[src/rtl/unshuffle_stream.sv]
// Pixel-unshuffle (space-to-depth, factor 2) image loader.
// Takes a raster-order single-channel image over valid/ready and writes it into
// four activation SRAM banks as four unshuffled channels. Each group of four
// horizontally adjacent pixels becomes one masked word write.
module unshuffle_stream #(
  parameter int BW_PER_ACT  = 8,
  parameter int IMG_W       = 28,
  parameter int IMG_H       = 28,
  parameter int ADDR_W      = 6,
  parameter int ADDR_STRIDE = 6
) (
  input  logic                     clk,
  input  logic                     rst_n,
  input  logic                     start,
  input  logic                     in_valid,
  input  logic [BW_PER_ACT-1:0]    in_data,
  output logic                     in_ready,
  output logic                     busy,
  output logic                     done,
  output logic [3:0]               sram_wen,
  output logic [15:0]              sram_bytemask,
  output logic [ADDR_W-1:0]        sram_waddr,
  output logic [16*BW_PER_ACT-1:0] sram_wdata
);

  // Counters are at least 3 bits so row[2]/col[2] exist even for 4-pixel images.
  localparam int CW = ($clog2(IMG_W) < 3) ? 3 : $clog2(IMG_W);
  localparam int RW = ($clog2(IMG_H) < 3) ? 3 : $clog2(IMG_H);

  typedef enum logic [1:0] {
    IDLE  = 2'd0,
    ACT   = 2'd1,
    FLUSH = 2'd2,
    DONE  = 2'd3
  } state_t;

  state_t state, state_nxt;

  logic [CW-1:0]         col;
  logic [RW-1:0]         row;
  logic [BW_PER_ACT-1:0] pix_buf [3];
  logic                  accept;
  logic                  col_last;
  logic                  row_last;
  logic                  group_end;
  logic [3:0]            byte_base;
  logic [3:0]            wen_nxt;
  logic [15:0]           mask_nxt;
  logic [ADDR_W-1:0]     addr_nxt;
  logic [16*BW_PER_ACT-1:0] data_nxt;

  assign in_ready  = (state == ACT);
  assign busy      = (state == ACT) || (state == FLUSH);
  assign done      = (state == DONE);
  assign accept    = in_valid && in_ready;
  assign col_last  = (col == CW'(IMG_W - 1));
  assign row_last  = (row == RW'(IMG_H - 1));
  assign group_end = accept && (col[1:0] == 2'd3);

  // State register.
  always_ff @(posedge clk or negedge rst_n) begin
    if (!rst_n) begin
      state <= IDLE;
    end else begin
      state <= state_nxt;
    end
  end

  // Next state: the last accepted pixel moves to FLUSH so its write lands before DONE.
  always_comb begin
    state_nxt = state;
    unique case (state)
      IDLE:    if (start) state_nxt = ACT;
      ACT:     if (accept && col_last && row_last) state_nxt = FLUSH;
      FLUSH:   state_nxt = DONE;
      DONE:    state_nxt = IDLE;
      default: state_nxt = IDLE;
    endcase
  end

  // Raster position of the next pixel; cleared on start and advanced only on accept.
  always_ff @(posedge clk or negedge rst_n) begin
    if (!rst_n) begin
      col <= '0;
      row <= '0;
    end else if (state == IDLE && start) begin
      col <= '0;
      row <= '0;
    end else if (accept) begin
      if (col_last) begin
        col <= '0;
        row <= row_last ? '0 : row + RW'(1);
      end else begin
        col <= col + CW'(1);
      end
    end
  end

  // Holds the first three pixels of a four-pixel group; the fourth is used live.
  always_ff @(posedge clk or negedge rst_n) begin
    if (!rst_n) begin
      for (int i = 0; i < 3; i++) pix_buf[i] <= '0;
    end else if (accept) begin
      pix_buf[0] <= pix_buf[1];
      pix_buf[1] <= pix_buf[2];
      pix_buf[2] <= in_data;
    end
  end

  // Word for the group ending at the current pixel: even columns feed the even
  // channel of this row parity, odd columns the odd channel, two bytes each.
  always_comb begin
    byte_base = {row[0], 1'b0, row[1], 1'b0};
    wen_nxt   = 4'hF;
    wen_nxt[{row[2], col[2]}] = 1'b0;
    addr_nxt  = ADDR_W'(row >> 3) * ADDR_W'(ADDR_STRIDE) + ADDR_W'(col >> 3);
    mask_nxt  = 16'hFFFF;
    data_nxt  = '0;
    for (int i = 0; i < 16; i++) begin
      if (4'(i) == byte_base) begin
        mask_nxt[15-i] = 1'b0;
        data_nxt[(15-i)*BW_PER_ACT +: BW_PER_ACT] = pix_buf[0];
      end
      if (4'(i) == byte_base + 4'd1) begin
        mask_nxt[15-i] = 1'b0;
        data_nxt[(15-i)*BW_PER_ACT +: BW_PER_ACT] = pix_buf[2];
      end
      if (4'(i) == byte_base + 4'd4) begin
        mask_nxt[15-i] = 1'b0;
        data_nxt[(15-i)*BW_PER_ACT +: BW_PER_ACT] = pix_buf[1];
      end
      if (4'(i) == byte_base + 4'd5) begin
        mask_nxt[15-i] = 1'b0;
        data_nxt[(15-i)*BW_PER_ACT +: BW_PER_ACT] = in_data;
      end
    end
  end

  // Registered SRAM port: enables/mask idle every cycle without a write, address/data hold.
  always_ff @(posedge clk or negedge rst_n) begin
    if (!rst_n) begin
      sram_wen      <= 4'hF;
      sram_bytemask <= 16'hFFFF;
      sram_waddr    <= '0;
      sram_wdata    <= '0;
    end else begin
      sram_wen      <= 4'hF;
      sram_bytemask <= 16'hFFFF;
      if (group_end) begin
        sram_wen      <= wen_nxt;
        sram_bytemask <= mask_nxt;
        sram_waddr    <= addr_nxt;
        sram_wdata    <= data_nxt;
      end
    end
  end

endmodule

[config.mk]
export PLATFORM = sky130hd
export DESIGN_NAME = unshuffle_stream
export DESIGN_NICKNAME = d
export VERILOG_FILES = /design/src/rtl/unshuffle_stream.sv
export SDC_FILE = /design/constraint.sdc
export NUM_CORES = 1
export LEC_CHECK = 0
export ABC_AREA = 1
export CAP_MARGIN = 40
export CELL_PAD_IN_SITES_DETAIL_PLACEMENT = 1
export CELL_PAD_IN_SITES_GLOBAL_PLACEMENT = 2
export CORE_UTILIZATION = 31
export CTS_CLUSTER_SIZE = 25
export DETAILED_ROUTE_END_ITERATION = 7
export HOLD_SLACK_MARGIN = 0.06
export PLACE_DENSITY = 0.88
export SLEW_MARGIN = 40
export SYNTH_ARGS = -nofsm -noshare
export SYNTH_HDL_FRONTEND = slang
export SYNTH_SLANG_ARGS = --single-unit
[constraint.sdc]
create_clock -name clk -period 2.5 [get_ports clk]
set_clock_uncertainty 0.2 [all_clocks]
set_input_delay 0.375 -clock clk [delete_from_list [all_inputs] [get_ports clk]]
set_output_delay 0.375 -clock clk [all_outputs]
set_load 0.1 [all_outputs]
==> Yosys cells after proc, flatten, opt, wreduce, memory -nomap -nowiden <==
Index checks and enable logic that the tools add are counted.
{ "totals": {"wordCells": 210, "out_inout_bits": 157, "in_bits": 12, "ff_bits": 190} }
{ "classes": {"bitwise_logic": 1, "add_sub_neg": 6, "n_eq_ne": 56, "muxes": 118, "n_reduce_logical": 16, "mul": 1, "n_lt_le_gt_ge": 2} }
{ "op_table": {"columns": ["op", "count"], "rows": [
  ["$mux 8", 52],
  ["$eq 4x4->1 const A", 24],
  ["$mux 1", 53],
  ["$eq 3x4->1 const A", 12],
  ["$mux 5", 7],
  ["$eq 2x4->1 const A", 6],
  ["$mux 16", 1],
  ["$eq 1x4->1 const A", 3],
  ["$logic_not 4->1", 3],
  ["$add 5x1->5 const B", 2],
  ["$eq 5x5->1 const B", 2],
  ["$add 4x3->4 const B", 2],
  ["$pmux 2 s4", 1],
  ["$add 5x2->6", 1],
  ["$eq 2x2->1 const B", 3],
  ["$logic_and 1x1->1", 6],
  ["$add 4x1->4 const B", 1],
  ["$eq 2x2->1 const A", 2],
  ["$logic_not 2->1", 2],
  ["$mul 2x2->4 const B", 1],
  ["$mux 2", 2],
  ["$mux 4", 1],
  ["$not 4->4", 1],
  ["$reduce_and 2->1", 2],
  ["9 further kinds", 10]
]} }

==> Longest topological paths before layout <==
Gate-level depths: netlist of run 1.
{ "logic_depth": {"word_depth": 6, "mapped_depth": 9, "depth_no_buf": 8} }

==> Worst setup path before layout of run 1 <==
No wires, ideal clock.
{ "synth_timing": {"path_type": "register to register", "startpoint": "register state[1]", "endpoint": "register sram_waddr[0]", "setup_ps": 125, "path_slack_ps": -193, "t_arrival_ps": 2367, "n_path_buf": 1, "stages_incl_launch_ff": 7, "synth_period_minus_slack_ps": 2693, "t_required_ps": 2175, "path_cell_list": "dfrtp_1 -> inv_1 -> ha_1 -> nand2_2 -> nor2_8 -> buf_8 -> mux2_2"} }
{ "synth_via": {"elab_chain_cells": 3} }
{ "synth_rtl": {"columns": ["element", "line", "rtl"], "rows": [
  ["start: declaration", "37", "state_t state, state_nxt;"],
  ["start signal: assignment", "65", "state <= state_nxt;"],
  ["$eq 2x1->1", "52", "assign in_ready = (state == ACT);"],
  ["named net in_ready", "17", "output logic in_ready,"],
  ["$logic_and 1x1->1", "55", "assign accept = in_valid && in_ready;"],
  ["$logic_and 1x1->1", "58", "assign group_end = accept && (col[1:0] == 2'd3);"],
  ["end signal: assignment", "152", "sram_waddr <= addr_nxt;"],
  ["end: declaration", "22", "output logic [ADDR_W-1:0] sram_waddr,"]
]} }
The timed path passes the listed nets, and every way through them passes these cells.
A chain may end at the register's enable or synchronous reset.

==> Final worst setup path of run 1 <==
{ "layout_timing": {"startpoint": "register state[1]", "endpoint": "register sram_wdata[1]"} }
{ "layout_via": {"elab_chain_cells": 3} }
{ "layout_rtl": {"columns": ["element", "line", "rtl"], "rows": [
  ["$eq 2x1->1", "52", null],
  ["$logic_and 1x1->1", "55", null],
  ["$logic_and 1x1->1", "58", null],
  ["end signal: assignment", "153", "sram_wdata <= data_nxt;"],
  ["end: declaration", "23", "output logic [16*BW_PER_ACT-1:0] sram_wdata"]
]} }
Every way passes these cells.

==> impl_metrics.ini, run 1 <==
[clock_tree]
cts_tree = built
root_buffer = clkbuf_16
cts_buffers = 17
htreeDepth = 4
clkSlewWorstSetupHoldPaths_ns = 0.07
cts_buffer_depth = 2
cts.repair.resized = 0
cts.sinks = 178
insertion_delay_ns = 0.42

[global_routing]
antenna_found_initial = 0
grt_usage_pct = 18.3
overflow = 0
grt_pass1_wl_microns = 33300
grt_pass1_vias = 5751
grt_max_degree = 94

[yosys]
syn-cell-area_sq_mm = 0.00719
synth_edf_count = 0
synth-warning-count = 0
syn_avg_cell_area_sq_um = 10.5
synth_largest_area_cell = dfrtp_1
synth.cells.most_frequent = o21ai_0, dfrtp_1, o21ai_1
yosysTopAreaCellShare_pct = 59.2
async_reset_ff_share_pct = 100
syn_inst = 684
synth_area_leaders = dfrtp_1, o21ai_0, o21ai_1
synthFlopType = dfrtp_1
ys_ff_latch = 178
yosysMostFrequentCell = o21ai_0
ys_types = 27
synth-seq-area-share_pct = 62.1
synthesis.nets = 711

[floorplanning]
die_h_microns = 154
core_area_sq_mm = 0.0227
initial_core_util_pct = 31.7
io_pins = 169
die_area_sq_mm = 0.0238
die_w_microns = 154
num_rows = 55

[hold_path]
holdCritPathClass = input pin to asynchronous set/reset pin

[cells_and_area]
area_growth_pct = 27.1
nNetsFinal = 847
fin_util_pct = 40.3
drive_above_1_share_pct = 26.8
fillCellCount = 2550
n_antenna_cell = 0

[placed_design]
pre_cts_ws_ns = 0.136
gp_congestion = 0.763
dp_hpwl_microns = 13800
portBuffers = 168

[routing]
drt_iter0_drc = 340
drt-wirelength-per-cell_microns = 18.9
drtPass1Iterations = 5
vias_per_cell = 4.98
num_vias = 5568
wirelength_microns = 21200
drtAntennaViolNets = 0
drc = 0

[sta]
final-hold-violation-count = 0
fmax_mhz = 466
setup_viol = 0
fin_crit_ns = 2.14
rsz0062_at_grt = false
fin_setup_tns_ns = 0
slew_violations = 0
worst_pin_slew_ns = 0.627
relSlewSlack_pct = 58.2
final.period_utilization_pct = 85.7
layout_setup_ws_ns = 0.356

[power_and_ir_drop]
cellPowerDensity_mw_per_mm2 = 1360
irDropWorstVdd_mv = 1.10
power_mw = 12.4
p_leak_nw = 4.47

[run_status]
outcome = completed

[critical_path]
worst_setup_path_end_kind = flop
crit_path_max_fanout = 33
worstSetupPathType = flop to flop
reg2reg_from = state[1]$_DFFE_PN0P_
worstPathArrival_ns = 2.27
required_ns = 2.63
crit_start = state[1]$_DFFE_PN0P_
cp-start-kind = flop
max_stage_delay_ns = 0.42
critPathTopFamily = simple AND/OR/NAND/NOR gates
cp_num_buf_inv = 1
crit_chain = inv_1 > ha_2 > nand2_8 > nor2_8 > nand2_4 > o21ai_0
critPathSlowestCell = dfrtp_1

[job]
cap_viol_max_count = 0
final cells by class:
type	instances	area, sq um	area share [%]
clock buffers	22	464	5.08
clock inverters	10	78.8	0.862
inverters	47	178	1.94
multi-input cells	400	2180	23.9
flip-flops and latches	178	4460	48.8
well taps	285	357	3.90
repair buffers	176	1420	15.5
cell usage in the layout, fill, tap and decap left out, types with 2 or more instances in the layout:
| cell | count |
|---|---|
| nor2_1 | 5 |
| clkbuf_8 | 3 |
| clkbuf_16 | 17 |
| buf_4 | 159 |
| o21ai_2 | 6 |
| ha_1 | 14 |
| nor3_1 | 3 |
| or2_2 | 2 |
| o21ai_1 | 110 |
| nand4_1 | 7 |
| a21oi_1 | 3 |
| mux2_2 | 5 |
| clkinv_4 | 4 |
| inv_1 | 46 |
| nand2_4 | 4 |
| clkinv_2 | 2 |
| clkinvlp_4 | 4 |
| o21ai_0 | 172 |
| dfrtp_1 | 170 |
| xor2_1 | 2 |
| dfstp_2 | 8 |
| clkdlybuf4s50_1 | 10 |
| buf_12 | 5 |
| nand2_1 | 48 |
| clkbuf_1 | 3 |
| nand3_1 | 14 |
worst reg2reg max path: cells and delay by family, from the launching register on:
family	cells	cell delay, ns
buffers and inverters	1	0.12
adder cells (fa/ha/maj)	1	0.30
flip-flops	1	0.42
AO/OA/AOI/OAI	1	0.29
AND/OR/NAND/NOR	3	0.73
what timing repair did:
action / CTS / global route
setup buffers: 0 / 0
endpoints found under the hold margin: 32 / 0
hold buffers: 1 / 0
endpoints found under the setup margin: 0 / 0
power breakdown:
part / switching (mW) / total, mW / internal, mW
sequential: 0.422 / 3.94 / 3.52
combinational: 4.86 / 5.97 / 1.10
clock: 1.17 / 2.50 / 1.34
total: 6.45 / 12.4 / 5.96
state kept, by name, summed over array words and instances (netlist names):
name           flops
state              2
col                5
sram_wdata       128
pix_buf           24
sram_wen           4
sram_waddr         6
row                5
sram_bytemask      4
layer usage:
layer  GRT usage, %  routed length, microns
met1           24.3                    9620
met2           30.6                   10500
met3           3.42                     815
met4           5.28                     235
met5              0                       0
worst paths after layout:
kind / endpoint / slack [ns] / depth (start not counted)
max reg2reg: sram_wdata[1]$_DFFE_PN0P_ / 0.36 / 6
min: sram_wdata[125]$_DFFE_PN0P_ / 0.21 / 2
max: sram_wdata[1]$_DFFE_PN0P_ / 0.36 / 6
min in group clk: pix_buf[4]$_DFFE_PN0N_ / 0.29 / 2
max in group asynchronous: sram_wen[3]$_DFF_PN1_ / 1.15 / 3
min reg2reg: pix_buf[4]$_DFFE_PN0N_ / 0.29 / 2
kinds of logic (layout without fill, tap and decap cells):
group / after synthesis / in the layout / share of synthesized area, %
AOI/OAI and AO/OA: 293 / 293 / 20.8
xor gates and xnor gates: 2 / 2 / 0.244
adders and majority gates: 15 / 15 / 2.61
buffers and inverters: 106 / 255 / 7.81
DFF: 178 / 178 / 62.1
muxes: 5 / 5 / 0.783
and+or+nand+nor: 85 / 85 / 5.72
through the flow:
step	cells	hold slack, ns	area (sq um)
2_1_floorplan	684	-0.121	7190
3_3_place_gp	1085	0.101	8590
3_5_place_dp	1085	0.106	8590
4_1_cts	1118	0.220	9140
5_1_grt	1118	0.232	9140
6_report	1118	0.213	9140
Power figures use the tool's default switching activity.
==> run 2, diff against run 1 <==
SETUP_SLACK_MARGIN = 0.4   (was unset)
==> run 2 against run 1 <==
Against the previous run: non-clock buffer count rose by 5; critical path depth decreased by 3; clock power is 8.4% higher; via count rose by 0.31%; setup slack better by 0.097 ns; global-route usage rose by 0.55 points; wire length increased by 1.5%; largest cell class unchanged.
==> impl_metrics.ini, run 2 (synthesis results as in run 1) <==
[run_status]
outcome = completed

[cells_and_area]
fillCellCount = 2534
area_growth_pct = 29.2
stdcell_count = 1123
regMostFlops = sram_wdata
top_regs = sram_wdata: 128 flops, pix_buf: 24 flops, sram_waddr: 6 flops
layout_common_cells = dfrtp_1, o21ai_0, buf_4
largest_reg_flops = 128
layout_commonest_cell = dfrtp_1
nNetsFinal = 852
n_antenna_cell = 0
drive_above_1_share_pct = 28.2

[floorplanning]
die_area_sq_mm = 0.0238
die_w_microns = 154
initial_core_util_pct = 31.7
num_rows = 55
core_area_sq_mm = 0.0227
die_h_microns = 154
io_pins = 169

[power_and_ir_drop]
p_int_mw = 6.17
clkPwrFrac_pct = 21.4
p_sw_mw = 6.52
irDropWorstVdd_mv = 1.18
p_seq_share_pct = 31.1
switching_share_pct = 51.4
cellPowerDensity_mw_per_mm2 = 1370
power_mw = 12.7
p_comb_share_pct = 47.6
p_leak_nw = 4.49

[routing]
drt_iter0_drc = 370
drc = 0
wirelength_microns = 21500
drtAntennaViolNets = 0
drtPass1Iterations = 4
num_vias = 5585
drt-wirelength-per-cell_microns = 19.1
vias_per_cell = 4.97

[global_routing]
grt_pass1_wl_microns = 34300
antenna_found_initial = 0
grt_pass1_vias = 5795
overflow = 0
grt_max_degree = 131
grt_usage_pct = 18.9

[placed_design]
portBuffers = 168
dp_hpwl_microns = 14100
pre_cts_ws_ns = 0.0547
place_inst = 1088
gp_congestion = 0.772

[clock_tree]
clkSlewWorstSetupHoldPaths_ns = 0.07
cts_buffers = 17
cts_buffer_depth = 2
cts.sinks = 178
insertion_delay_ns = 0.43
htreeDepth = 4
cts_tree = built
root_buffer = clkbuf_16

[job]
cap_viol_max_count = 0

[sta]
worst_pin_slew_ns = 0.527
final.period_utilization_pct = 81.9
layout_setup_ws_ns = 0.453
setup_viol = 0
rsz0062_at_grt = true
fin_setup_tns_ns = 0
fin_crit_ns = 2.05
relSlewSlack_pct = 64.9
slew_violations = 0
fmax_mhz = 489
final-hold-violation-count = 0

[critical_path]
cp-start-kind = flop
worstSetupPathType = flop to output pin
worst_setup_path_end_kind = output pin
crit_path_max_fanout = 4
worstPathArrival_ns = 1.47
required_ns = 1.92

[hold_path]
holdCritPathClass = input pin to asynchronous set/reset pin
-- run 2: cell types whose count changed in the layout (fill, tap and decap cells not counted), moves of 3 or more --
cell and delta:
buf_4 +5, clkbuf_1 -3, nand2_4 -4, nand2_8 +4
o21ai_0 -6, o21ai_1 +5
-- run 2: worst paths after layout --
path | startpoint | to | slack (ns) | depth (start not counted)
max in group asynchronous | rst_n | sram_bytemask[13]$_DFF_PN1_ | 1.12 | 3
worst min-delay path | rst_n | sram_wdata[126]$_DFFE_PN0P_ | 0.27 | 2
worst max-delay path | state[1]$_DFFE_PN0P_ | in_ready | 0.45 | 3
min in group clk | pix_buf[19]$_DFFE_PN0N_ | pix_buf[19]$_DFFE_PN0N_ | 0.28 | 2
worst min register to register | pix_buf[19]$_DFFE_PN0N_ | pix_buf[19]$_DFFE_PN0N_ | 0.28 | 2
worst max register to register | state[1]$_DFFE_PN0P_ | sram_waddr[4]$_DFFE_PN0P_ | 0.47 | 7
-- run 2: area by class of cell --
type                       count  area, sq um  area share [%]
clock inverter                14          153            1.64
timing repair buffer         181         1460            15.7
tap                          285          357            3.84
inverter                      47          179            1.93
sequential                   178         4470            48.0
multi-input combinational    400         2250            24.2
clock buffer                  18          439            4.73
-- run 2: power by group through the flow --
stage	clock, mW	combinational (mW)	sequential [mW]
after floorplan	0	1.51	6.91
after global placement	0	5.94	3.98
after detailed placement	0	6.02	4.00
after CTS	2.77	6.03	3.95
after global routing	2.89	6.38	4.03
final	2.71	6.04	3.94
-- run 2: worst max-delay path, cell delays in order (launching register included) --
cell	delay, ns
dfrtp_1	0.43
inv_2	0.13
ha_4	0.18
buf_4	0.30
-- run 2: through the flow --
stage          hold WS, ns  instance area, sq um  utilization, %
2_1_floorplan       -0.121                  7200               -
3_3_place_gp         0.182                  8610            37.9
3_5_place_dp         0.173                  8610            37.9
4_1_cts              0.284                  9210            40.6
5_1_grt              0.304                  9290            40.9
6_report             0.274                  9290            40.9
-- run 2: routing by layer --
metal	share of wire (%)	track usage (%)	wire (microns)
met5	0	0	0
met2	49	31.0	10500
met1	45	25.3	9670
met3	4.9	4.03	1050
met4	1.1	5.28	232
-- run 2: what timing repair did --
action / CTS / global route
pin swaps: 0 / 2
hold buffers: 1 / 0
endpoints found under the hold margin: 51 / 0
setup endpoints to repair: 86 / 136
setup buffers: 0 / 2
gates resized for setup: 1 / 14
==> run 3, diff against run 2 <==
CORE_UTILIZATION = 28   (was 31)
PLACE_DENSITY = 0.85   (was 0.88)
clock period = 1.7 ns   (was 2.5 ns; I/O delays follow)
==> run 3 against run 2 <==
Against the previous run: the flow now finishes with violations (setup timing); final cell count grew 21%; hold slack got worse by 0.14 ns; non-clock buffer count increased by 192; total power is 110% higher; count of clock-buffer cells in the layout did not move; design area increased by 67%; clock power rose by 52%; first-iteration DRC count shrank 5.1%; die area grew 11%; critical path depth is 6 higher; global-route usage increased by 6.8 points; register-to-register slack worse by 0.71 ns; critical endpoint is now sram_wdata[107]$_DFFE_PN0P_; highest routed layer unchanged.
==> impl_metrics.ini, run 3 (synthesis results as in run 1) <==
[sta]
layout_setup_ws_ns = -0.236
worst_pin_slew_ns = 0.612
fin_setup_tns_ns = -21.10
setup_viol = 179
fmax_mhz = 517
relSlewSlack_pct = 59.2
final-hold-violation-count = 0
rsz0062_at_grt = true
fin_crit_ns = 1.94
final.period_utilization_pct = 114
slew_violations = 0

[job]
cap_viol_max_count = 0

[cells_and_area]
n_antenna_cell = 0
stdcell_count = 1361
fillCellCount = 2295
regMostFlops = sram_wdata
nNetsFinal = 1045
drive_above_1_share_pct = 81.0
area_growth_pct = 116
largest_reg_flops = 128
layout_common_cells = o21ai_2, buf_12, dfrtp_2
final_cell_area_sq_mm = 0.0155
top_regs = sram_wdata: 128 flops, pix_buf: 24 flops, sram_waddr: 6 flops
layout_commonest_cell = o21ai_2

[run_status]
outcome = complete, but fails checks
violations = setup timing

[floorplanning]
initial_core_util_pct = 28.6
io_pins = 169
core_area_sq_mm = 0.0252
die_area_sq_mm = 0.0263
die_w_microns = 162
die_h_microns = 162
num_rows = 58

[routing]
drt-wirelength-per-cell_microns = 27.2
vias_per_cell = 5.25
num_vias = 7148
drtAntennaViolNets = 0
wirelength_microns = 37100
drc = 0
drtPass1Iterations = 5
drt_iter0_drc = 351

[clock_tree]
insertion_delay_ns = 0.44
clkSlewWorstSetupHoldPaths_ns = 0.07
htreeDepth = 4
cts.sinks = 178
cts_buffers = 17
cts_tree = built
cts_buffer_depth = 2
root_buffer = clkbuf_16

[placed_design]
portBuffers = 168
post_dp_cell_area_sq_mm = 0.0112
gp_congestion = 0.741
place_inst = 1162
dp_hpwl_microns = 16800

[critical_path]
worstSetupPathType = flop to flop
crit_path_max_fanout = 6
path_depth = 9
worstRegToRegCells = 9
reg2reg_from = state[1]$_DFFE_PN0P_
critPathTopFamily = buffers and inverters
crit_chain = inv_2 > ha_4 > nand2_8 > nor2_8 > buf_12 > nand2_8 > buf_12 > buf_16 > o21ai_4
critPathSlowestCell = dfrtp_1
r2r_end = sram_wdata[107]$_DFFE_PN0P_
cp-start-kind = flop
max_stage_delay_ns = 0.39
required_ns = 1.85
cp_num_buf_inv = 4
worstPathArrival_ns = 2.09
r2r_setup_slack_ns = -0.24
worst_setup_path_end_kind = flop

[power_and_ir_drop]
p_leak_nw = 6.68
cellPowerDensity_mw_per_mm2 = 1690
irDropWorstVdd_mv = 2.32
power_mw = 26.2

[global_routing]
use_met2_pct = 45.8
busiest_layer = met2
grt_use_met3_pct = 5.75
grt_pass1_wl_microns = 49400
use_met1_pct = 30.4
overflow = 0
grt_pass1_vias = 7594
antenna_found_initial = 0
grt_usage_pct = 25.7
grt_max_degree = 39

[hold_path]
holdCritPathClass = input pin to asynchronous set/reset pin
run 3: changes by cell type in the layout (fill, tap and decap cells not counted), sizes merged:
cell      change
clkbuf        +2
buf         +188
nand2         +1
clkinv        +1
clkinvlp      +1
bufbuf        +2
inv           -2
run 3: cell type report:
| class | instances | area, sq um | share of cell area [%] |
|---|---|---|---|
| well taps | 330 | 413 | 2.66 |
| inverters | 47 | 196 | 1.27 |
| clock inverters | 14 | 153 | 0.984 |
| clock buffers | 18 | 429 | 2.77 |
| repair buffers | 373 | 6040 | 39.0 |
| flip-flops and latches | 178 | 4650 | 30.0 |
| multi-input cells | 401 | 3630 | 23.4 |
run 3: per-layer routing:
layer / wire (microns) / vias up
met1: 14500 / 3783
li1: - / 3054
met2: 19700 / 240
met4: 1080 / 0
met5: 0 / -
met3: 1770 / 71
run 3: metrics by stage:
step	hold slack [ns]	utilization (%)	worst slack [ns]
after floorplan	-0.241	-	-0.235
after global placement	0.00132	44.5	-0.268
after detailed placement	0.000849	44.5	-0.315
after CTS	0.118	58.0	-0.191
after global routing	0.147	61.6	-0.273
final	0.130	61.6	-0.236
run 3: worst max-delay path by stage:
stage	start	to
3_3_place_gp	in_valid	sram_waddr[2]$_DFFE_PN0P_
3_5_place_dp	in_valid	sram_wdata[108]$_DFFE_PN0P_
5_1_grt	state[1]$_DFFE_PN0P_	sram_wdata[107]$_DFFE_PN0P_
4_1_cts	state[1]$_DFFE_PN0P_	busy
2_1_floorplan	state[1]$_DFFE_PN0P_	sram_waddr[0]$_DFFE_PN0P_
6_report	state[1]$_DFFE_PN0P_	sram_wdata[107]$_DFFE_PN0P_
run 3: power breakdown:
| part | leakage [nW] | internal (mW) | total (mW) | switching (mW) |
|---|---|---|---|---|
| clock | 0.274 | 2.19 | 4.12 | 1.93 |
| combinational | 4.22 | 5.91 | 15.5 | 9.64 |
| sequential | 2.19 | 5.30 | 6.52 | 1.22 |
| total | 6.68 | 13.4 | 26.2 | 12.8 |
run 3: what timing repair did:
action / in CTS / in global routing
endpoints found under the setup margin: 335 / 335
gates cloned: 34 / 2
resized for setup: 428 / 130
buffers inserted: 89 / 41
pin swaps: 22 / 11
endpoints found under the hold margin: 171 / 0
hold buffers: 1 / 0
